<file path="src/rtl/conv_sequencer.sv">
// conv_sequencer: frame-level control for the KxK convolver datapath.
// Loads weights, streams raster pixels, tracks windows through the pipe.
module conv_sequencer #(
    parameter int KERN_DIM   = 5,
    parameter int DATA_WIDTH = 16,
    parameter int IMG_W      = 32,
    parameter int IMG_H      = 32,
    parameter int DP_LAT     = 3
) (
    input  logic                                 clk,
    input  logic                                 rstn,
    input  logic                                 start,
    output logic                                 busy,
    output logic                                 done,
    input  logic                                 w_valid,
    output logic                                 w_ready,
    output logic                                 w_we,
    output logic [$clog2(KERN_DIM*KERN_DIM)-1:0] w_addr,
    input  logic                                 px_valid,
    output logic                                 px_ready,
    output logic                                 px_we,
    output logic                                 win_valid,
    output logic                                 dp_ce,
    output logic                                 out_valid,
    input  logic                                 out_ready,
    output logic [$clog2(IMG_H)-1:0]             out_row,
    output logic [$clog2(IMG_W)-1:0]             out_col
);

    localparam int NW  = KERN_DIM * KERN_DIM;
    localparam int WAW = $clog2(NW);
    localparam int RW  = $clog2(IMG_H);
    localparam int CW  = $clog2(IMG_W);

    // Data words never pass through here; the width only sizes the parent.
    if (DATA_WIDTH > 0) begin : g_dw_ok
    end

    typedef enum logic [2:0] {
        IDLE,
        LOAD_W,
        STREAM,
        DRAIN,
        DONE
    } state_t;

    state_t          state;
    state_t          nstate;
    logic [WAW-1:0]  wcnt;
    logic [RW-1:0]   r;
    logic [CW-1:0]   c;
    logic            last_px;
    logic [DP_LAT-1:0] vld;
    logic [RW-1:0]   prow [DP_LAT];
    logic [CW-1:0]   pcol [DP_LAT];

    // Handshake strobes and the global stall enable.
    always_comb begin
        dp_ce     = ~out_valid | out_ready;
        w_we      = w_valid & w_ready;
        px_we     = px_valid & px_ready;
        last_px   = (r == RW'(IMG_H - 1)) && (c == CW'(IMG_W - 1));
        win_valid = px_we
                  & (r >= RW'(KERN_DIM - 1))
                  & (c >= CW'(KERN_DIM - 1));
        w_addr    = wcnt;
        out_valid = vld[DP_LAT-1];
        out_row   = prow[DP_LAT-1];
        out_col   = pcol[DP_LAT-1];
    end

    // State register.
    always_ff @(posedge clk or negedge rstn) begin
        if (!rstn) begin
            state <= IDLE;
        end else begin
            state <= nstate;
        end
    end

    // Next-state and per-state handshake outputs.
    always_comb begin
        nstate   = state;
        busy     = 1'b1;
        done     = 1'b0;
        w_ready  = 1'b0;
        px_ready = 1'b0;
        unique case (state)
            IDLE: begin
                busy = 1'b0;
                if (start) nstate = LOAD_W;
            end
            LOAD_W: begin
                w_ready = 1'b1;
                if (w_valid && wcnt == WAW'(NW - 1)) nstate = STREAM;
            end
            STREAM: begin
                px_ready = dp_ce;
                if (px_valid && dp_ce && last_px) nstate = DRAIN;
            end
            DRAIN: begin
                if (vld == '0) nstate = DONE;
            end
            DONE: begin
                done   = 1'b1;
                nstate = IDLE;
            end
            default: nstate = IDLE;
        endcase
    end

    // Weight index and raster position counters.
    always_ff @(posedge clk or negedge rstn) begin
        if (!rstn) begin
            wcnt <= '0;
            r    <= '0;
            c    <= '0;
        end else if (state == IDLE && start) begin
            wcnt <= '0;
            r    <= '0;
            c    <= '0;
        end else begin
            if (w_we) wcnt <= wcnt + 1'b1;
            if (px_we) begin
                if (c == CW'(IMG_W - 1)) begin
                    c <= '0;
                    r <= r + 1'b1;
                end else begin
                    c <= c + 1'b1;
                end
            end
        end
    end

    // Valid/coordinate pipe mirroring the datapath latency; frozen on stall.
    always_ff @(posedge clk or negedge rstn) begin
        if (!rstn) begin
            vld <= '0;
            for (int i = 0; i < DP_LAT; i++) begin
                prow[i] <= '0;
                pcol[i] <= '0;
            end
        end else if (dp_ce) begin
            vld[0] <= win_valid;
            if (win_valid) begin
                prow[0] <= r - RW'(KERN_DIM - 1);
                pcol[0] <= c - CW'(KERN_DIM - 1);
            end
            for (int i = 1; i < DP_LAT; i++) begin
                vld[i]  <= vld[i-1];
                prow[i] <= prow[i-1];
                pcol[i] <= pcol[i-1];
            end
        end
    end

endmodule

</file>
<file path="config.mk">
export PLATFORM = sky130hd
export DESIGN_NAME = conv_sequencer
export DESIGN_NICKNAME = d
export VERILOG_FILES = /design/src/rtl/conv_sequencer.sv
export SDC_FILE = /design/constraint.sdc
export NUM_CORES = 1
export LEC_CHECK = 0
export BUFFER_PORTS_ARGS = -buffer_cell sky130_fd_sc_hd__clkbuf_2
export CORE_ASPECT_RATIO = 1.2
export CORE_MARGIN = 2
export CORE_UTILIZATION = 37
export CTS_BUF_LIST = sky130_fd_sc_hd__clkbuf_4 sky130_fd_sc_hd__clkbuf_8
export DETAILED_ROUTE_END_ITERATION = 8
export SYNTH_ARGS = -nofsm -noshare
export SYNTH_HDL_FRONTEND = slang
export SYNTH_SLANG_ARGS = --single-unit
</file>
<file path="constraint.sdc">
create_clock -name clk -period 4.6 [get_ports clk]
set_input_delay 0.92 -clock clk [delete_from_list [all_inputs] [get_ports clk]]
set_output_delay 0.92 -clock clk [all_outputs]
set_load 0.01 [all_outputs]
</file>
After elaboration in Yosys (flattened, before gate mapping)
Index checks and enable logic that the tools add are counted.
Widths: inputs -> output; s select.

word-level totals
  bits in registers = 51
  logic and storage cells = 65

cells by class
  $add $sub $neg = 5
  magnitude comparators = 2
  equal/unequal tests = 11
  muxes and demuxes = 17
  bitwise operators = 6
  reductions and logical operators = 13

operators with widths
  kind                 number
  $mux 5               8
  $add 5x1->5 const B  3
  $eq 5x5->1 const B   3
  $mux 3               4
  $pmux 3 s4           1
  $ge 5x3->1 const B   2
  $sub 5x3->5 const B  2
  $ne 2x2->1 const B   4
  $eq 3x2->1 const B   2
  $logic_not 3->1      2
  $reduce_bool 2->1    3
  $logic_and 1x1->1    5
  $and 1x1->1          4
  $mux 1               4
  $reduce_and 2->1     2
  $reduce_and 4->1     1
  $eq 3x1->1 const B   1
  $eq 3x3->1 const B   1
  $not 1->1            1
  $or 1x1->1           1

Longest topological paths before layout
  depth in word-level cells = 7
  gate-level depth with buffers = 7
  mapped depth without buffers = 7

Least setup slack after synthesis
OpenSTA, ideal clock, no wires.

  path kind = input to output
  start = input out_ready
  end = output win_valid
  arrival time = 2049 ps
  setup slack = 1631 ps
  stages = 5
  buffers on the path = 2
  cell sequence = nor2b_1 > or4b_4 > buf_6 > a211oi_2 > buf_6

on the way
  word-level cells in the longest chain between the ends = 5

ends and longest elaborated chain
  element             line  text
  start: declaration  25    input logic out_ready,
  $or 1x1->1          59    dp_ce = ~out_valid | out_ready;
  $mux 1              88    unique case (state)
  $and 1x1->1         61    px_we = px_valid & px_ready;
  $and 1x1->1         64    & (r >= RW'(KERN_DIM - 1))
  $and 1x1->1         65    & (c >= CW'(KERN_DIM - 1));
  end: declaration    22    output logic win_valid,

Every way passes these cells.

Worst setup path in the final report
Ends and elaborated chain as after synthesis.

==> reports/qor.yml <==
gp_congestion: 0.7951
dpl_worst_slack_ps: 1466
cts_hold_buffers: 0
dieWidth_um: 79.02
fin_crit_ps: 3128
p_per_area_mw_per_mm2: 326.7
finish.utilization: 0.4217
r2r_slack_ps: 2330
r2r_start: "c[1]"
dieArea_mm2: 0.007429
cts_root_buffer: "clkbuf_8"
worstPathArrival_ps: 2210
initial_core_util: 0.3852
worstSetupPathType: "primary input to output port"
setup_viol: 0
cts_buffers: 5
area_growth_pct: 9.464
layout_common_cells: "nand2_1, dfrtp_1, clkbuf_2"
final_antenna_net_count: 0
hp-start: "out_row[0]"
io_buffer_count: 29
drtPass1Iterations: 4
ys_types: 38
boundaryPins: 30
syn_nets: 274
holdPathStages: 2
fin_crit_sh: 0.6801
min_delay_worst_endpoint: "out_row[0]"
grt_max_degree: 52
final_nets: 293
htree_levels: 2
rsz0062_at_grt: "false"
worstPathRequired_ps: 3680
end_kind: "output port"
path_max_fanout: 12
drt-vias-per-instance: 4.588
clock.fmax_ghz: 0.3197
r2r_end: "r[3]"
critPathLaunchType: "primary input"
dp_hpwl_um: 2921
path_cells: "clkbuf_2, nor2b_2, or4b_4, a211oi_2, buf_4, clkbuf_2"
grt_pass1_wl_um: 7203
drv_cap: 0
fp.coreArea_mm2: 0.006486
antenna_cells: 0
final_layout_size_suffix_gt1_frac: 0.2044
worst_clock_skew_ps: 5.987
report.final.slew_viol_count: 0
grt_pass1_vias: 1646
synth_cells: 254
vdd.ir_drop.worst_v: 0.0001694
ys_seq_area_frac: 0.5108
hold_class: "register to register"
slew_headroom: 0.5794
cp_slowest_cell: "or4b_4"
clk_pin_slew_ps: 90
r2r_cells: 7
rows: 32
cts.sinks: 51
antenna_found_initial: 0
cts_tree: "built"
avgRoutedWirePerCell_um: 11.50
status: "finished, final reports clean"
tns_ps: 0
synth_area_per_cell_um2: 9.837
leakage_nw: 1.379
synthesis.area_mm2: 0.002499
worstSkewPairLatency_ps: 300
dieHeight_um: 94.02
synth_seq_cells: 51
crit_path_frequent_cell: "clkbuf_2"
via_count: 1647
setup_slack_ps: 1472
drt_iter0_markers: 47
drt-total-wl_um: 4128
final_common_cell: "nand2_1"
grt.total_usage: 0.1223
hold_viol: 0
post_cts_buffers: 0
clk_path_buf_depth: 2
worst_path_largest_cell_delay_ps: 580
worstMarginPinSlew_ps: 626.1
yosys_warnings: 0
drc_errors: 0
ctsResizeCount: 0
design_power_total_w: 0.0008935
grt_remaining_overflow: 0
## logic make-up (layout without fill, tap and decap cells)
family | count (synthesis) | in the layout | synth area share
DFF | 51 | 51 | 0.5108
adders and majority gates | 14 | 14 | 0.07011
AOI/OAI and AO/OA | 18 | 18 | 0.04557
xor gates and xnor gates | 8 | 8 | 0.02804
muxes | 12 | 12 | 0.05959
buffers and inverters | 37 | 57 | 0.07862
and+or+nand+nor | 114 | 114 | 0.2073
## synthesized netlist by cell type (all sizes together)
cell	count	area, µm²
nor3b	1	7.510
ha	14	175.2
nor3	5	25.02
or3	2	13.77
mux2	8	108.9
a2bb2oi	1	8.760
nand3	3	15.01
dfrtp	51	1276
nand3b	2	15.01
nand2b	2	20.02
and4bb	1	12.51
or4	1	7.510
nor4b	1	8.760
nand2	69	259.0
buf	16	117.6
a22oi	1	7.510
inv	16	60.06
a211oi	1	12.51
mux2i	4	40.04
a31oi	2	12.51
xor2	5	43.79
nor2	17	63.81
a2111oi	1	8.760
xnor2	3	26.28
nor2b	1	6.260
and2	3	18.77
clkbuf	5	18.77
a21o	1	8.760
or4b	1	13.76
o21ai	4	20.02
a21oi	7	35.03
nand4	5	31.28
## where the power goes
group	switching (W)	internal, W	total (W)
clock	0.000148	0.000106	0.000254
combinational	0.0000748	0.0000575	0.000132
sequential	0.0000340	0.000473	0.000507
total	0.000257	0.000637	0.000893
## per-stage QoR
stage               cells  area [µm²]  hold WS [ps]
global route          359        2735         500.8
finish                359        2735         471.6
CTS                   359        2735         476.9
detailed placement    351        2646         455.0
floorplan             254        2499         438.6
global placement      351        2646         448.6
## layer usage
| layer | vias up | global-route usage | wire length [µm] |
|---|---|---|---|
| li1 | 841 | - | - |
| met1 | 780 | 0.1480 | 1993 |
| met2 | 20 | 0.2083 | 1958 |
| met3 | 6 | 0.02308 | 93 |
| met4 | 0 | 0.05891 | 83 |
| met5 | - | 0 | 0 |
## area by class of cell
| class | count | area [µm²] |
|---|---|---|
| clock buffers | 5 | 68.82 |
| clock inverters | 3 | 20.02 |
| fillers | 672 | 3751 |
| inverters | 16 | 60.06 |
| multi-input cells | 166 | 1028 |
| flip-flops and latches | 51 | 1276 |
| well taps | 85 | 106.4 |
| repair buffers | 33 | 175.2 |
## state kept, by name (all words and copies together), names as in the netlist
register / cells
out_col: 5
r: 5
c: 5
prow: 10
vld: 3
pcol: 10
w_addr: 5
state: 3
out_row: 5
## critical path, delay by kind of cell
kind / cells / cell delay (ps)
AOI/OAI and AO/OA: 1 / 170
buffers and inverters: 3 / 490
and+or+nand+nor: 2 / 630
## worst max-delay path by stage
stage,startpoint,endpoint,slack (ps),cells past startpoint
final,out_ready,win_valid,1470,6
after CTS,out_ready,win_valid,1460,6
after global placement,out_ready,win_valid,1480,6
after detailed placement,out_ready,win_valid,1470,6
after global routing,out_ready,win_valid,1400,6
after floorplan,out_ready,win_valid,1630,5
Note: power is estimated with default switching activity, not from simulation.
